**config.mk**
```make
export PLATFORM = sky130hd
export DESIGN_NAME = line_assembler_flat
export DESIGN_NICKNAME = d
export VERILOG_FILES = /design/src/rtl/line_assembler_pkg.sv /design/src/rtl/line_assembler_if.sv /design/src/rtl/line_assembler_char_class.sv /design/src/rtl/line_assembler.sv /design/src/flat_wrapper.sv
export SDC_FILE = /design/constraint.sdc
export NUM_CORES = 1
export LEC_CHECK = 0
export BUFFER_PORTS_ARGS = -buffer_cell sky130_fd_sc_hd__buf_2
export CORE_MARGIN = 2
export CORE_UTILIZATION = 30
export CTS_CLUSTER_DIAMETER = 100
export DETAILED_ROUTE_END_ITERATION = 8
export PLACE_DENSITY_LB_ADDON = 0.25
export SETUP_SLACK_MARGIN = 0.2
export SKIP_CTS_REPAIR_TIMING = 1
export SLEW_MARGIN = 15
export SYNTH_ARGS = -nofsm -noshare
export SYNTH_HDL_FRONTEND = slang
export SYNTH_SLANG_ARGS = --single-unit
```
**constraint.sdc**
```tcl
create_clock -name clk -period 3.1 [get_ports clk]
set_clock_uncertainty 0.2 [all_clocks]
set_input_delay 0.465 -clock clk [delete_from_list [all_inputs] [get_ports clk]]
set_output_delay 0.465 -clock clk [all_outputs]
set_load 0.005 [all_outputs]
```
**src/rtl/line_assembler_pkg.sv**
```systemverilog
// Shared definitions for the bench command receive path: ASCII constants,
// the line-assembler FSM state and the byte classes seen by the classifier.
package my_line_pkg;

  localparam int         DEF_LINE_CHARS = 16;

  localparam logic [7:0] ASCII_CR  = 8'h0D;
  localparam logic [7:0] ASCII_LF  = 8'h0A;
  localparam logic [7:0] ASCII_BS  = 8'h08;
  localparam logic [7:0] ASCII_DEL = 8'h7F;
  localparam logic [7:0] ASCII_BEL = 8'h07;
  localparam logic [7:0] ASCII_SP  = 8'h20;

  typedef enum logic {
    ST_FILL   = 1'b0,
    ST_GOT_CR = 1'b1
  } line_state_e;

  typedef enum logic [1:0] {
    CLS_STORE = 2'd0,
    CLS_ERASE = 2'd1,
    CLS_TERM  = 2'd2,
    CLS_SKIP  = 2'd3
  } char_class_e;

endpackage

```
**src/rtl/line_assembler_if.sv**
```systemverilog
// Byte-in / line-out bundle for line_assembler.
// Echo signals exist only when LINE_ASSEMBLER_ECHO_EN is defined.
interface line_assembler_if #(
  parameter int LINE_CHARS = 16
);
  logic [7:0]              rx_data;
  logic                    rx_valid;
  logic [8*LINE_CHARS-1:0] buffer;
  logic                    buffer_valid;
  logic                    buffer_overflow;
`ifdef LINE_ASSEMBLER_ECHO_EN
  logic [7:0]              echo_data;
  logic                    echo_valid;
`endif

  // Byte source / line consumer side
  modport master (
    output rx_data, rx_valid,
`ifdef LINE_ASSEMBLER_ECHO_EN
    input  echo_data, echo_valid,
`endif
    input  buffer, buffer_valid, buffer_overflow
  );

  // Line assembler side
  modport slave (
    input  rx_data, rx_valid,
`ifdef LINE_ASSEMBLER_ECHO_EN
    output echo_data, echo_valid,
`endif
    output buffer, buffer_valid, buffer_overflow
  );
endinterface

```
**src/rtl/line_assembler_char_class.sv**
```systemverilog
// Combinational byte classifier: maps a received byte and the FSM state to
// store / erase / terminate / skip.
import my_line_pkg::*;

module line_char_class (
  input  logic [7:0]  rx_data,
  input  line_state_e state,
  output char_class_e cls
);

  // LF directly after CR is the second half of a CRLF pair and is skipped.
  always_comb begin
    cls = CLS_SKIP;
    if (rx_data >= ASCII_SP && rx_data < ASCII_DEL)
      cls = CLS_STORE;
    else if (rx_data == ASCII_BS || rx_data == ASCII_DEL)
      cls = CLS_ERASE;
    else if (rx_data == ASCII_CR)
      cls = CLS_TERM;
    else if (rx_data == ASCII_LF && state == ST_FILL)
      cls = CLS_TERM;
  end

endmodule

```
**src/rtl/line_assembler.sv**
```systemverilog
// line_assembler: collects ASCII bytes into a left-aligned, pad-filled line
// and emits it as a wide buffer with a one-cycle strobe on CR or LF.
// Optional echo path enabled by defining LINE_ASSEMBLER_ECHO_EN.
import my_line_pkg::*;

module line_assembler #(
  parameter int         LINE_CHARS = DEF_LINE_CHARS,
  parameter logic [7:0] PAD_CHAR   = 8'h20
) (
  input logic         clk,
  input logic         rst,
  line_assembler_if.slave bus
);

  localparam int CW = $clog2(LINE_CHARS + 1);
  localparam logic [8*LINE_CHARS-1:0] PAD_LINE = {LINE_CHARS{PAD_CHAR}};

  logic [8*LINE_CHARS-1:0] line_q;
  logic [CW-1:0]           count_q;
  logic                    ovf_q;
  line_state_e             state_q;
  char_class_e             cls;
  logic                    full;
  logic [CW-1:0]           slot;

  line_char_class u_class (
    .rx_data (bus.rx_data),
    .state   (state_q),
    .cls     (cls)
  );

  // Slot addressed by this byte: next free slot on store, last used on erase.
  always_comb begin
    full = (count_q == CW'(LINE_CHARS));
    slot = count_q;
    if (cls == CLS_ERASE)
      slot = count_q - 1'b1;
  end

  // Line registers, FSM, emit strobes and (optionally) echo, all registered.
  always_ff @(posedge clk or negedge rst) begin
    if (!rst) begin
      line_q              <= PAD_LINE;
      count_q             <= '0;
      ovf_q               <= 1'b0;
      state_q             <= ST_FILL;
      bus.buffer          <= PAD_LINE;
      bus.buffer_valid    <= 1'b0;
      bus.buffer_overflow <= 1'b0;
`ifdef LINE_ASSEMBLER_ECHO_EN
      bus.echo_data       <= 8'h00;
      bus.echo_valid      <= 1'b0;
`endif
    end else begin
      bus.buffer_valid    <= 1'b0;
      bus.buffer_overflow <= 1'b0;
`ifdef LINE_ASSEMBLER_ECHO_EN
      bus.echo_valid      <= 1'b0;
`endif
      if (bus.rx_valid) begin
        state_q <= (bus.rx_data == ASCII_CR) ? ST_GOT_CR : ST_FILL;
        case (cls)
          CLS_STORE: begin
            if (!full) begin
              for (int k = 0; k < LINE_CHARS; k++)
                if (slot == CW'(k)) line_q[(LINE_CHARS-1-k)*8 +: 8] <= bus.rx_data;
              count_q <= count_q + 1'b1;
`ifdef LINE_ASSEMBLER_ECHO_EN
              bus.echo_data  <= bus.rx_data;
              bus.echo_valid <= 1'b1;
`endif
            end else begin
              ovf_q <= 1'b1;
`ifdef LINE_ASSEMBLER_ECHO_EN
              bus.echo_data  <= ASCII_BEL;
              bus.echo_valid <= 1'b1;
`endif
            end
          end
          CLS_ERASE: begin
            if (count_q != '0) begin
              for (int k = 0; k < LINE_CHARS; k++)
                if (slot == CW'(k)) line_q[(LINE_CHARS-1-k)*8 +: 8] <= PAD_CHAR;
              count_q <= count_q - 1'b1;
`ifdef LINE_ASSEMBLER_ECHO_EN
              bus.echo_data  <= ASCII_BS;
              bus.echo_valid <= 1'b1;
`endif
            end
          end
          CLS_TERM: begin
            if (count_q != '0) begin
              bus.buffer          <= line_q;
              bus.buffer_valid    <= 1'b1;
              bus.buffer_overflow <= ovf_q;
            end
            line_q  <= PAD_LINE;
            count_q <= '0;
            ovf_q   <= 1'b0;
`ifdef LINE_ASSEMBLER_ECHO_EN
            bus.echo_data  <= ASCII_CR;
            bus.echo_valid <= 1'b1;
`endif
          end
          default: ;
        endcase
      end
    end
  end

endmodule

```
**src/flat_wrapper.sv**
```systemverilog
// flat-port wrapper written by rule: the top's interface ports become plain ports
module line_assembler_flat 
#(
  parameter int         LINE_CHARS = DEF_LINE_CHARS,
  parameter logic [7:0] PAD_CHAR   = 8'h20
)
  (clk, rst, bus_rx_data, bus_rx_valid, bus_buffer, bus_buffer_valid, bus_buffer_overflow);
  line_assembler_if #(.LINE_CHARS(LINE_CHARS)) bus_i ();
  input logic clk;
  input logic rst;
  input wire logic [$bits(bus_i.rx_data)-1:0] bus_rx_data;
  input wire logic [$bits(bus_i.rx_valid)-1:0] bus_rx_valid;
  output wire logic [$bits(bus_i.buffer)-1:0] bus_buffer;
  output wire logic [$bits(bus_i.buffer_valid)-1:0] bus_buffer_valid;
  output wire logic [$bits(bus_i.buffer_overflow)-1:0] bus_buffer_overflow;
  assign bus_i.rx_data = bus_rx_data;
  assign bus_i.rx_valid = bus_rx_valid;
  assign bus_buffer = bus_i.buffer;
  assign bus_buffer_valid = bus_i.buffer_valid;
  assign bus_buffer_overflow = bus_i.buffer_overflow;
  line_assembler #(.LINE_CHARS(LINE_CHARS), .PAD_CHAR(PAD_CHAR)) u_core (.clk(clk), .rst(rst), .bus(bus_i));
endmodule
```
==> summary.md <==
| Metric | Value |
|---|---|
| Worst Setup Start Kind | `input pin` |
| Post-place setup slack | `-593 ps` |
| Root Driver | `clkbuf_16` |
| Final Util | `0.412` |
| Hold EP | `u_core.state_q` |
| Logic pwr share | `0.288` |
| Die span in x | `194 um` |
| Post-synthesis cell count | `948` |
| Die Area | `37,500 um^2` |
| Largest cells by area after synthesis | `dfrtp_1 (54%), nand2_1 (14%), mux2_2 (13%)` |
| Vias in the first global route | `7,679` |
| Final worst slack | `8.39 ps` |
| Post-synthesis register bit count | `265` |
| First-pass GRT wire length | `44,100 um` |
| Share of cells above drive strength 1 | `0.423` |
| Row cnt | `69` |
| Psw | `3.93 mW` |
| Hold Path Stages | `2` |
| Ports | `141` |
| Total wire length | `27,900 um` |
| Syn Std Cell Area | `10,800 um^2` |
| Final Max Tran Viols | `0` |
| I/O Buffers | `140` |
| Antenna violations before repair | `1` |
| Final instance area | `14,600 um^2` |
| Sequential share of power | `0.434` |
| Tot GR Track Use | `0.146` |
| Worst Path Arrival | `3330 ps` |
| Most used standard cell by instance count after synthesis | `nand2_1` |
| Antenna viol nets, final | `0` |
| Synth warnings | `0` |
| Cell Count, Final, Fillers Out | `1,649` |
| Crit Path Max Fanout | `6` |
| Maximum Capacitance Violations | `0` |
| H-tree levels | `1` |
| Largest net degree at the start of global routing | `89` |
| Clock power share | `0.279` |
| Hold Vio Cnt, Final | `0` |
| Worst Hold Launch | `bus_rx_valid` |
| # DRC | `0` |
| Worst-path clk slew | `60 ps` |
| Cell Int Power | `9.03 mW` |
| RSZ-0062 raised after global routing | `yes` |
| Leakage power | `7.44 nW` |
| FFs w/ async S/R, synth | `1.00` |
| Core ar. | `35,500 um^2` |
| Drt pass-1 iters | `4` |
| Clock Latency Late Sink | `550 ps` |
| Remaining global-route overflow | `0` |
| Ys flop type | `dfrtp_1` |
| CTS tree | `done` |
| DR vias | `7,417` |
| GP Congestion | `0.772` |
| Finish-stage setup viols | `0` |
| Avg Cell Area, Syn | `11.4 um^2` |
| Chip height | `194 um` |
| Crit Path Category | `input pin to flop` |
| Yosys cell types | `47` |
| Rel. slew slack | `0.581` |
| Reg-to-reg endpoint | `u_core.line_q[54]` |
| DR iter-0 viols | `359` |
| Synth top area share | `0.540` |
| Num CTS Buffers | `29` |
| Drt wl/cell | `16.9 um` |
| CP Capture Type | `flop` |
| R2R setup slack | `100 ps` |
| Maximum VDD drop | `480 uV` |
| Synth area leader | `dfrtp_1` |
| Synth top cells by count | `nand2_1 (389), dfrtp_1 (233), mux2_2 (127), clkbuf_1 (40), dfstp_2 (32)` |
| Status | `completed` |
| Clock buffer depth | `3` |
| Worst Hold Class | `input pin to flop` |
| Sw Share | `0.303` |
| Final net count | `1,184` |
| Crit path time final | `3090 ps` |
| Placed cell area | `13,200 um^2` |
| Fin crit share | `0.997` |
| Post-synth EDFFs | `0` |
| R2R cell count | `13` |
| Initial Util | `0.304` |
| Reg2reg start | `u_core.state_q` |
| Area added between synthesis and finish | `35.2%` |
| Vias per inst | `4.50` |
| Sequential fraction of the synthesis area | `0.617` |
| # diodes | `0` |
| Clk sinks | `265` |
| Fmax | `0.323 GHz` |
| Syn nets | `967` |
| Pwr/cell area | `887 nW/um^2` |
| Worst path required time | `3340 ps` |
| Slew @ Worst Pin | `629 ps` |
| Hpwl dp | `17,900 um` |
| Cells after DPL | `1,577` |
-- layout by cell type (no fill, tap or decap), types with 5 or more instances in the layout --
cell type,count
buf_6,9
buf_12,26
mux2_4,90
nand2_1,387
o21ai_0,5
clkbuf_8,5
buf_2,138
nor2_1,11
o41ai_4,6
clkbuf_16,30
dfrtp_1,233
mux2_2,38
inv_1,6
nor2b_2,7
o31ai_4,6
dfstp_2,32
buf_4,59
clkbuf_1,6
a21oi_1,6
-- sequential cells by signal, indices dropped and copies added (netlist names) --
register                    cells
u_core.bus.buffer             128
u_core.line_q                 128
u_core.count_q                  5
u_core.bus.buffer_overflow      1
u_core.bus.buffer_valid         1
u_core.ovf_q                    1
u_core.state_q                  1
-- kinds of logic after synthesis --
kind of cell             after synthesis  share of synthesized area
buffers and inverters                 57                     0.0207
AO/OA/AOI/OAI                         49                     0.0529
XOR/XNOR                               2                    0.00336
AND/OR/NAND/NOR                      437                      0.161
flip-flops                           265                      0.617
multiplexers                         130                      0.135
adder cells (fa/ha/maj)                8                    0.00926
-- layout make-up --
type	count	area, um^2
clock buffer	40	817
tap	461	577
clock inverter	14	189
fill	3372	20900
multi-input combinational	626	4520
sequential	265	6670
timing repair buffer	235	1810
inverter	8	32.5
-- worst max-delay path by stage --
| stage | startpoint | to | slack [ps] | depth (start not counted) |
|---|---|---|---|---|
| 5_1_grt | bus_rx_data[7] | u_core.line_q[54] | -50 | 14 |
| 4_1_cts | bus_rx_data[7] | u_core.line_q[49] | -10 | 14 |
| 6_report | bus_rx_data[7] | u_core.line_q[54] | 8 | 14 |
| 3_5_place_dp | bus_rx_data[7] | u_core.line_q[51] | -590 | 14 |
| 2_1_floorplan | bus_rx_data[7] | u_core.line_q[104] | -440 | 12 |
| 3_3_place_gp | bus_rx_data[7] | u_core.line_q[51] | -580 | 14 |
-- layer usage --
metal | vias up | global-route usage | routed length (um) | share of wire
met5 | - | 0 | 0 | 0
met4 | 0 | 0.0424 | 558 | 0.020
met3 | 31 | 0.0223 | 1120 | 0.040
met2 | 132 | 0.231 | 12800 | 0.46
met1 | 3715 | 0.208 | 13400 | 0.48
li1 | 3539 | - | - | -
-- power by group through the flow --
stage	sequential, mW	combinational (mW)	clock (mW)
global placement	5.67	3.50	0
detailed placement	5.68	3.56	0
CTS	5.64	3.57	3.72
floorplan	5.58	1.98	0
finish	5.62	3.73	3.61
global route	5.80	4.14	3.89
-- through the flow --
| step | total power, mW | hold WS (ps) | TNS, ps |
|---|---|---|---|
| CTS | 12.9 | -300 | -42.2 |
| global route | 13.8 | 47.9 | -384 |
| detailed placement | 9.24 | 247 | -64260 |
| finish | 13.0 | 43.2 | 0 |
| global placement | 9.17 | 241 | -61080 |
| floorplan | 7.56 | -30.6 | -38260 |
-- worst max-delay path, cell delays in order --
cell	delay, ps
buf_6	90
nand2b_4	130
or4_4	520
o32ai_4	130
inv_2	100
buf_6	130
ha_4	140
nand2b_4	130
o21bai_4	170
or2_4	320
o41ai_4	380
buf_4	190
buf_6	100
mux2_2	320
Power figures use the tool's default switching activity.
